`src/rtl/alu_arbiter_if.sv`:
```
// Handshake, response and shared-ALU bus between two requesters and alu_arbiter.
// The slave modport is the arbiter's view; master is the requester/ALU side.
interface alu_arbiter_if #(
  parameter int unsigned WIDTH = 64
);
  logic             req0_valid;
  logic             req0_ready;
  logic [WIDTH-1:0] req0_a;
  logic [WIDTH-1:0] req0_b;
  logic [3:0]       req0_op;

  logic             req1_valid;
  logic             req1_ready;
  logic [WIDTH-1:0] req1_a;
  logic [WIDTH-1:0] req1_b;
  logic [3:0]       req1_op;

  logic             rsp0_valid;
  logic             rsp0_ready;
  logic             rsp1_valid;
  logic             rsp1_ready;
  logic [WIDTH-1:0] rsp_result;
  logic             rsp_err;

  logic [WIDTH-1:0] alu_a;
  logic [WIDTH-1:0] alu_b;
  logic [3:0]       alu_ctrl;
  logic [WIDTH-1:0] alu_result;

  logic             busy;

  modport slave (
    input  req0_valid, req0_a, req0_b, req0_op,
    input  req1_valid, req1_a, req1_b, req1_op,
    input  rsp0_ready, rsp1_ready,
    input  alu_result,
    output req0_ready, req1_ready,
    output rsp0_valid, rsp1_valid, rsp_result, rsp_err,
    output alu_a, alu_b, alu_ctrl,
    output busy
  );

  modport master (
    output req0_valid, req0_a, req0_b, req0_op,
    output req1_valid, req1_a, req1_b, req1_op,
    output rsp0_ready, rsp1_ready,
    output alu_result,
    input  req0_ready, req1_ready,
    input  rsp0_valid, rsp1_valid, rsp_result, rsp_err,
    input  alu_a, alu_b, alu_ctrl,
    input  busy
  );
endinterface

```
`src/rtl/alu_arbiter.sv`:
```
// Round-robin arbiter sharing one combinational ALU between two requesters.
// One operation in flight at a time: IDLE -> EXEC -> RESP -> IDLE.
module alu_arbiter #(
  parameter int unsigned WIDTH = 64
) (
  input logic          clk,
  input logic          rst_n,
  alu_arbiter_if.slave bus
);

  typedef enum logic [1:0] {StIdle, StExec, StResp} state_e;

  state_e           state_q, state_d;
  logic             ptr_q, ptr_d;
  logic             gnt_q, gnt_d;
  logic [WIDTH-1:0] a_q, a_d;
  logic [WIDTH-1:0] b_q, b_d;
  logic [3:0]       op_q, op_d;
  logic [WIDTH-1:0] result_q, result_d;
  logic             err_q, err_d;

  logic             gnt_idle;
  logic             op_ok;
  logic             rsp_done;
  logic             req0_ready, req1_ready;
  logic             rsp0_valid, rsp1_valid;
  logic             rsp_err;
  logic [3:0]       alu_ctrl;

  always_comb begin
    unique case (op_q)
      4'b0000, 4'b0001, 4'b0010, 4'b0110, 4'b0100: op_ok = 1'b1;
      default:                                     op_ok = 1'b0;
    endcase
  end

  // On a tie, ptr_q holds the last granted id, so the other one wins.
  always_comb begin
    gnt_idle = 1'b0;
    if (bus.req0_valid && bus.req1_valid) begin
      gnt_idle = ~ptr_q;
    end else if (bus.req1_valid) begin
      gnt_idle = 1'b1;
    end
  end

  always_comb begin
    state_d    = state_q;
    ptr_d      = ptr_q;
    gnt_d      = gnt_q;
    a_d        = a_q;
    b_d        = b_q;
    op_d       = op_q;
    result_d   = result_q;
    err_d      = err_q;
    req0_ready = 1'b0;
    req1_ready = 1'b0;
    rsp0_valid = 1'b0;
    rsp1_valid = 1'b0;
    rsp_err    = 1'b0;
    rsp_done   = 1'b0;
    alu_ctrl   = 4'b0000;

    case (state_q)
      StIdle: begin
        // Gated by rst_n so ready is low while reset is asserted.
        req0_ready = rst_n && !gnt_idle && bus.req0_valid;
        req1_ready = rst_n && gnt_idle && bus.req1_valid;
        if (req0_ready || req1_ready) begin
          gnt_d   = gnt_idle;
          a_d     = gnt_idle ? bus.req1_a  : bus.req0_a;
          b_d     = gnt_idle ? bus.req1_b  : bus.req0_b;
          op_d    = gnt_idle ? bus.req1_op : bus.req0_op;
          state_d = StExec;
        end
      end
      StExec: begin
        alu_ctrl = op_ok ? op_q : 4'b0000;
        result_d = op_ok ? bus.alu_result : '0;
        err_d    = !op_ok;
        state_d  = StResp;
      end
      StResp: begin
        rsp0_valid = !gnt_q;
        rsp1_valid = gnt_q;
        rsp_err    = err_q;
        rsp_done   = gnt_q ? bus.rsp1_ready : bus.rsp0_ready;
        if (rsp_done) begin
          ptr_d   = gnt_q;
          state_d = StIdle;
        end
      end
      default: state_d = StIdle;
    endcase
  end

  always_ff @(posedge clk or negedge rst_n) begin
    if (!rst_n) begin
      state_q  <= StIdle;
      ptr_q    <= 1'b1;
      gnt_q    <= 1'b0;
      a_q      <= '0;
      b_q      <= '0;
      op_q     <= 4'b0000;
      result_q <= '0;
      err_q    <= 1'b0;
    end else begin
      state_q  <= state_d;
      ptr_q    <= ptr_d;
      gnt_q    <= gnt_d;
      a_q      <= a_d;
      b_q      <= b_d;
      op_q     <= op_d;
      result_q <= result_d;
      err_q    <= err_d;
    end
  end

  assign bus.req0_ready = req0_ready;
  assign bus.req1_ready = req1_ready;
  assign bus.rsp0_valid = rsp0_valid;
  assign bus.rsp1_valid = rsp1_valid;
  assign bus.rsp_result = result_q;
  assign bus.rsp_err    = rsp_err;
  assign bus.alu_a      = a_q;
  assign bus.alu_b      = b_q;
  assign bus.alu_ctrl   = alu_ctrl;
  assign bus.busy       = (state_q != StIdle);

endmodule

```
`src/flat_wrapper.sv`:
```
// flat-port wrapper written by rule: the top's interface ports become plain ports
module alu_arbiter_flat 
#(
  parameter int unsigned WIDTH = 64
)
  (clk, rst_n, bus_req0_valid, bus_req0_a, bus_req0_b, bus_req0_op, bus_req1_valid, bus_req1_a, bus_req1_b, bus_req1_op, bus_rsp0_ready, bus_rsp1_ready, bus_alu_result, bus_req0_ready, bus_req1_ready, bus_rsp0_valid, bus_rsp1_valid, bus_rsp_result, bus_rsp_err, bus_alu_a, bus_alu_b, bus_alu_ctrl, bus_busy);
  alu_arbiter_if #(.WIDTH(WIDTH)) bus_i ();
  input logic clk;
  input logic rst_n;
  input wire logic [$bits(bus_i.req0_valid)-1:0] bus_req0_valid;
  input wire logic [$bits(bus_i.req0_a)-1:0] bus_req0_a;
  input wire logic [$bits(bus_i.req0_b)-1:0] bus_req0_b;
  input wire logic [$bits(bus_i.req0_op)-1:0] bus_req0_op;
  input wire logic [$bits(bus_i.req1_valid)-1:0] bus_req1_valid;
  input wire logic [$bits(bus_i.req1_a)-1:0] bus_req1_a;
  input wire logic [$bits(bus_i.req1_b)-1:0] bus_req1_b;
  input wire logic [$bits(bus_i.req1_op)-1:0] bus_req1_op;
  input wire logic [$bits(bus_i.rsp0_ready)-1:0] bus_rsp0_ready;
  input wire logic [$bits(bus_i.rsp1_ready)-1:0] bus_rsp1_ready;
  input wire logic [$bits(bus_i.alu_result)-1:0] bus_alu_result;
  output wire logic [$bits(bus_i.req0_ready)-1:0] bus_req0_ready;
  output wire logic [$bits(bus_i.req1_ready)-1:0] bus_req1_ready;
  output wire logic [$bits(bus_i.rsp0_valid)-1:0] bus_rsp0_valid;
  output wire logic [$bits(bus_i.rsp1_valid)-1:0] bus_rsp1_valid;
  output wire logic [$bits(bus_i.rsp_result)-1:0] bus_rsp_result;
  output wire logic [$bits(bus_i.rsp_err)-1:0] bus_rsp_err;
  output wire logic [$bits(bus_i.alu_a)-1:0] bus_alu_a;
  output wire logic [$bits(bus_i.alu_b)-1:0] bus_alu_b;
  output wire logic [$bits(bus_i.alu_ctrl)-1:0] bus_alu_ctrl;
  output wire logic [$bits(bus_i.busy)-1:0] bus_busy;
  assign bus_i.req0_valid = bus_req0_valid;
  assign bus_i.req0_a = bus_req0_a;
  assign bus_i.req0_b = bus_req0_b;
  assign bus_i.req0_op = bus_req0_op;
  assign bus_i.req1_valid = bus_req1_valid;
  assign bus_i.req1_a = bus_req1_a;
  assign bus_i.req1_b = bus_req1_b;
  assign bus_i.req1_op = bus_req1_op;
  assign bus_i.rsp0_ready = bus_rsp0_ready;
  assign bus_i.rsp1_ready = bus_rsp1_ready;
  assign bus_i.alu_result = bus_alu_result;
  assign bus_req0_ready = bus_i.req0_ready;
  assign bus_req1_ready = bus_i.req1_ready;
  assign bus_rsp0_valid = bus_i.rsp0_valid;
  assign bus_rsp1_valid = bus_i.rsp1_valid;
  assign bus_rsp_result = bus_i.rsp_result;
  assign bus_rsp_err = bus_i.rsp_err;
  assign bus_alu_a = bus_i.alu_a;
  assign bus_alu_b = bus_i.alu_b;
  assign bus_alu_ctrl = bus_i.alu_ctrl;
  assign bus_busy = bus_i.busy;
  alu_arbiter #(.WIDTH(WIDTH)) u_core (.clk(clk), .rst_n(rst_n), .bus(bus_i));
endmodule
```
`config.mk`:
```
export PLATFORM = sky130hd
export DESIGN_NAME = alu_arbiter_flat
export DESIGN_NICKNAME = d
export VERILOG_FILES = /design/src/rtl/alu_arbiter_if.sv /design/src/rtl/alu_arbiter.sv /design/src/flat_wrapper.sv
export SDC_FILE = /design/constraint.sdc
export NUM_CORES = 1
export LEC_CHECK = 0
export CAP_MARGIN = 10
export CORE_AREA = 2 2 210 212
export DETAILED_ROUTE_END_ITERATION = 12
export DIE_AREA = 0 0 212 214
export PLACE_DENSITY_LB_ADDON = 0.2
export SLEW_MARGIN = 10
export SYNTH_ARGS = -nofsm -noshare
export SYNTH_HDL_FRONTEND = slang
export SYNTH_SLANG_ARGS = --single-unit
export TNS_END_PERCENT = 5
```
`constraint.sdc`:
```
create_clock -name clk -period 2.5 [get_ports clk]
set_clock_uncertainty 0.05 [all_clocks]
set_input_delay 0.25 -clock clk [delete_from_list [all_inputs] [get_ports clk]]
set_output_delay 0.25 -clock clk [all_outputs]
set_load 0.005 [all_outputs]
```
==> impl_metrics.ini, run 1 <==
[status]
status = completed

[pwr]
swShare_pct = 31.8
power_leakage_nw = 6.69
power_mw = 16.5
p_comb_share_pct = 42.6
powerDensity_nw_per_um2 = 1010
switchingPower_mw = 5.25
vdd_drop_max_mv = 0.506
pwr-share-clk_pct = 23.3
intPower_mw = 11.3
p_seq_share_pct = 34.1

[die]
die_w_um = 212
boundaryPins = 536
dieArea_um2 = 45400
die_h_um = 214
rows = 76
initial_core_util_pct = 21.8
core_um2 = 42900

[logic_synthesis]
synth-compound-area-share_pct = 27.4
synth_area_um2 = 9330
synth_edf_count = 0
synth_seq_cells = 201
synth_top_family_by_area = compound AO/OA/AOI/OAI gates
synth-seq-area-share_pct = 53.9
yosys.area.top_type_share_pct = 53.6
synth_xor_area_share_pct = 0
ys_types = 28
yosysTopAreaCell = dfrtp_1
synthArstFlopShare_pct = 100
yosys.area_share.simple_pct = 8.36
yosys-top-cells-area = dfrtp_1 (54%), a211oi_2 (8.0%), a21oi_1 (7.1%)
syn_inst = 915
synth_top_flop_cell = dfrtp_1
muxShareOfSynthArea_pct = 0
synth_fp_nets = 1249
syn_avg_cell_area_um2 = 10.2
yosys_warnings = 0
yosys.area_share.adder_pct = 0

[layout]
final_area_um2 = 16300
final-instance-count-excl-fill = 2024
final_layout_size_suffix_gt1_share_pct = 10.2
num-fill-cells = 4291
final_core_utilization_pct = 38.0
syn2layout_area_growth_pct = 74.7
nets = 1753

[global_route]
grt_pass1_wl_um = 58800
grt_pass1_vias = 9447
grt_max_degree = 123
grtUsageTotal_pct = 16.6
grt_overflow = 0
antenna_found_initial = 2

[timing]
hold_viol_final = 0
fin_crit_ns = 2.36
hold_slack_ns = 0.177
rsz0062_at_grt = no
maxSlewHeadroom_pct = 39.6
tightest_slew_ns = 0.907
timing.fmax_ghz = 0.423
final-max-slew-violation-count = 0
finalCritPeriodShare_pct = 94.5
setup_viol = 0

[worst_setup_path]
setup.worst_path.start_class = register
crit_arrival_ns = 2.06
cp_max_fo = 6
worst_path_max_delay_cell = clkdlybuf4s50_1
critPathCaptureType = output pin
slowest_delay_ns = 0.51
crit_required_ns = 2.20
critPathKind = reg -> out
cp_cell_sequence = nor3b_4 > and3_4 > clkdlybuf4s50_1
r2r_cells = 5

[placement]
dp.final_hpwl_um = 27900
portBuffers = 534
gp_congestion = 0.806
dp_cells = 1971
dpl-instance-area_um2 = 15400

[cts]
cts_root_buffer = clkbuf_16
cts_buffer_depth = 3
clk_pin_slew_ns = 0.06
worstSkewPairLatency_ns = 0.56
cts_max_level = 1
cts_buffers = 25
tritoncts = done
cts.sinks = 201

[routing]
drc = 0
drt_iter0_markers = 474
ant_nets = 0
routedWlPerCell_um = 19.4
dr_total_vias = 9119
drt_wl_total_um = 39300
vias_per_cell = 4.51
drt_pass1_iterations = 4

[run]
max-cap-violations = 0

[min_path]
worstHoldPathCells = 3
hp-class = in -> reg
[power groups by stage]
stage	Clock [mW]	Sequential [mW]	Combinational, mW
final	3.85	5.63	7.04
after global routing	4.13	5.81	7.60
after CTS	4.00	5.64	7.14
after detailed placement	0	5.66	7.11
after global placement	0	5.65	7.09
after floorplan	0	5.65	2.56
[repair_timing]
item,in CTS,in global routing
hold buffers,2,0
buffers inserted,0,4
gates resized for setup,3,4
pin swaps,1,2
endpoints found under the setup margin,4,19
hold endpoints to repair,137,0
[through the flow]
step / setup WS (ns) / setup TNS [ns]
floorplan: 0.861 / 0
global placement: 0.310 / 0
detailed placement: 0.299 / 0
CTS: -0.0855 / -0.156
global route: 0.0263 / 0
finish: 0.137 / 0
[layer usage]
layer | vias to the layer above | share of wire, % | track usage (%)
li1 | 4258 | - | -
met1 | 4447 | 41 | 20.3
met2 | 353 | 48 | 28.2
met3 | 61 | 8.2 | 4.71
met4 | 0 | 2.8 | 5.02
met5 | - | 0 | 0
[layout make-up]
class	count	area, um2	area share (%)
clock buffers	33	706	4.33
inverters	136	510	3.13
well taps	585	732	4.49
multi-input cells	488	3390	20.8
flip-flops and latches	201	5030	30.9
repair buffers	567	5770	35.4
clock inverters	13	158	0.967
diodes	1	2.50	0.0154
[flip-flops by register name (all words and copies together) (netlist names)]
register               cells
u_core.bus.rsp_result     64
u_core.ptr_q               1
u_core.op_q                4
u_core.bus.alu_a          64
u_core.err_q               1
u_core.state_q             2
u_core.gnt_q               1
u_core.bus.alu_b          64
[cell families (layout without fill, tap and decap cells)]
kind of cell / after synthesis / after routing
AO/OA/AOI/OAI: 336 / 336
other: 1 / 2
buffers and inverters: 226 / 749
flip-flops: 201 / 201
AND/OR/NAND/NOR: 151 / 151
[critical path: cells and delay by family (launching register included)]
family | cells | cell delay (ns)
flip-flops | 1 | 0.46
buffers and inverters | 1 | 0.51
AND/OR/NAND/NOR | 2 | 0.54
[Yosys cell counts, drive strengths merged (4+ instances only)]
cell	instances
a21oi	133
dfrtp	200
nor3	133
clkbuf	56
nor2	4
a211oi	132
buf	34
o21ai	4
and2	4
inv	136
a22o	64
[cell usage in the layout, fill, tap and decap left out, types with 2 or more instances in the layout]
cell,instances
nor2_1,3
a211oi_1,72
dlygate4sd2_1,2
a22o_1,64
o21ai_0,4
inv_1,136
a21oi_1,133
bufinv_16,3
buf_12,13
and2_1,3
clkbuf_1,3
clkdlybuf4s50_1,530
nor3_1,132
clkinv_2,8
nand2_1,2
clkbuf_8,5
buf_4,18
a211oi_2,60
clkbuf_16,25
dfrtp_1,199
[final timing paths]
kind / start / endpoint / slack (ns)
min: bus_req1_a[28] / u_core.bus.alu_a[28]$_DFFE_PN0P_ / 0.18
min in group asynchronous: rst_n / u_core.bus.alu_a[34]$_DFFE_PN0P_ / 0.48
max reg2reg: u_core.state_q[0]$_DFFE_PN0P_ / u_core.bus.alu_b[52]$_DFFE_PN0P_ / 0.44
max: u_core.state_q[0]$_DFFE_PN0P_ / bus_req1_ready / 0.14
min reg2reg: u_core.bus.rsp_result[9]$_DFFE_PN0P_ / u_core.bus.rsp_result[9]$_DFFE_PN0P_ / 0.45
max in group asynchronous: rst_n / u_core.bus.alu_b[29]$_DFFE_PN0P_ / 0.58
No activity file was read; power rests on OpenSTA's default activity.
==> inputs of run 2 (changes only) <==
Settings changed: SLEW_MARGIN 10 to unset.
==> results of run 2 <==
Final layout, timing and power as in run 1 (identical DEF).
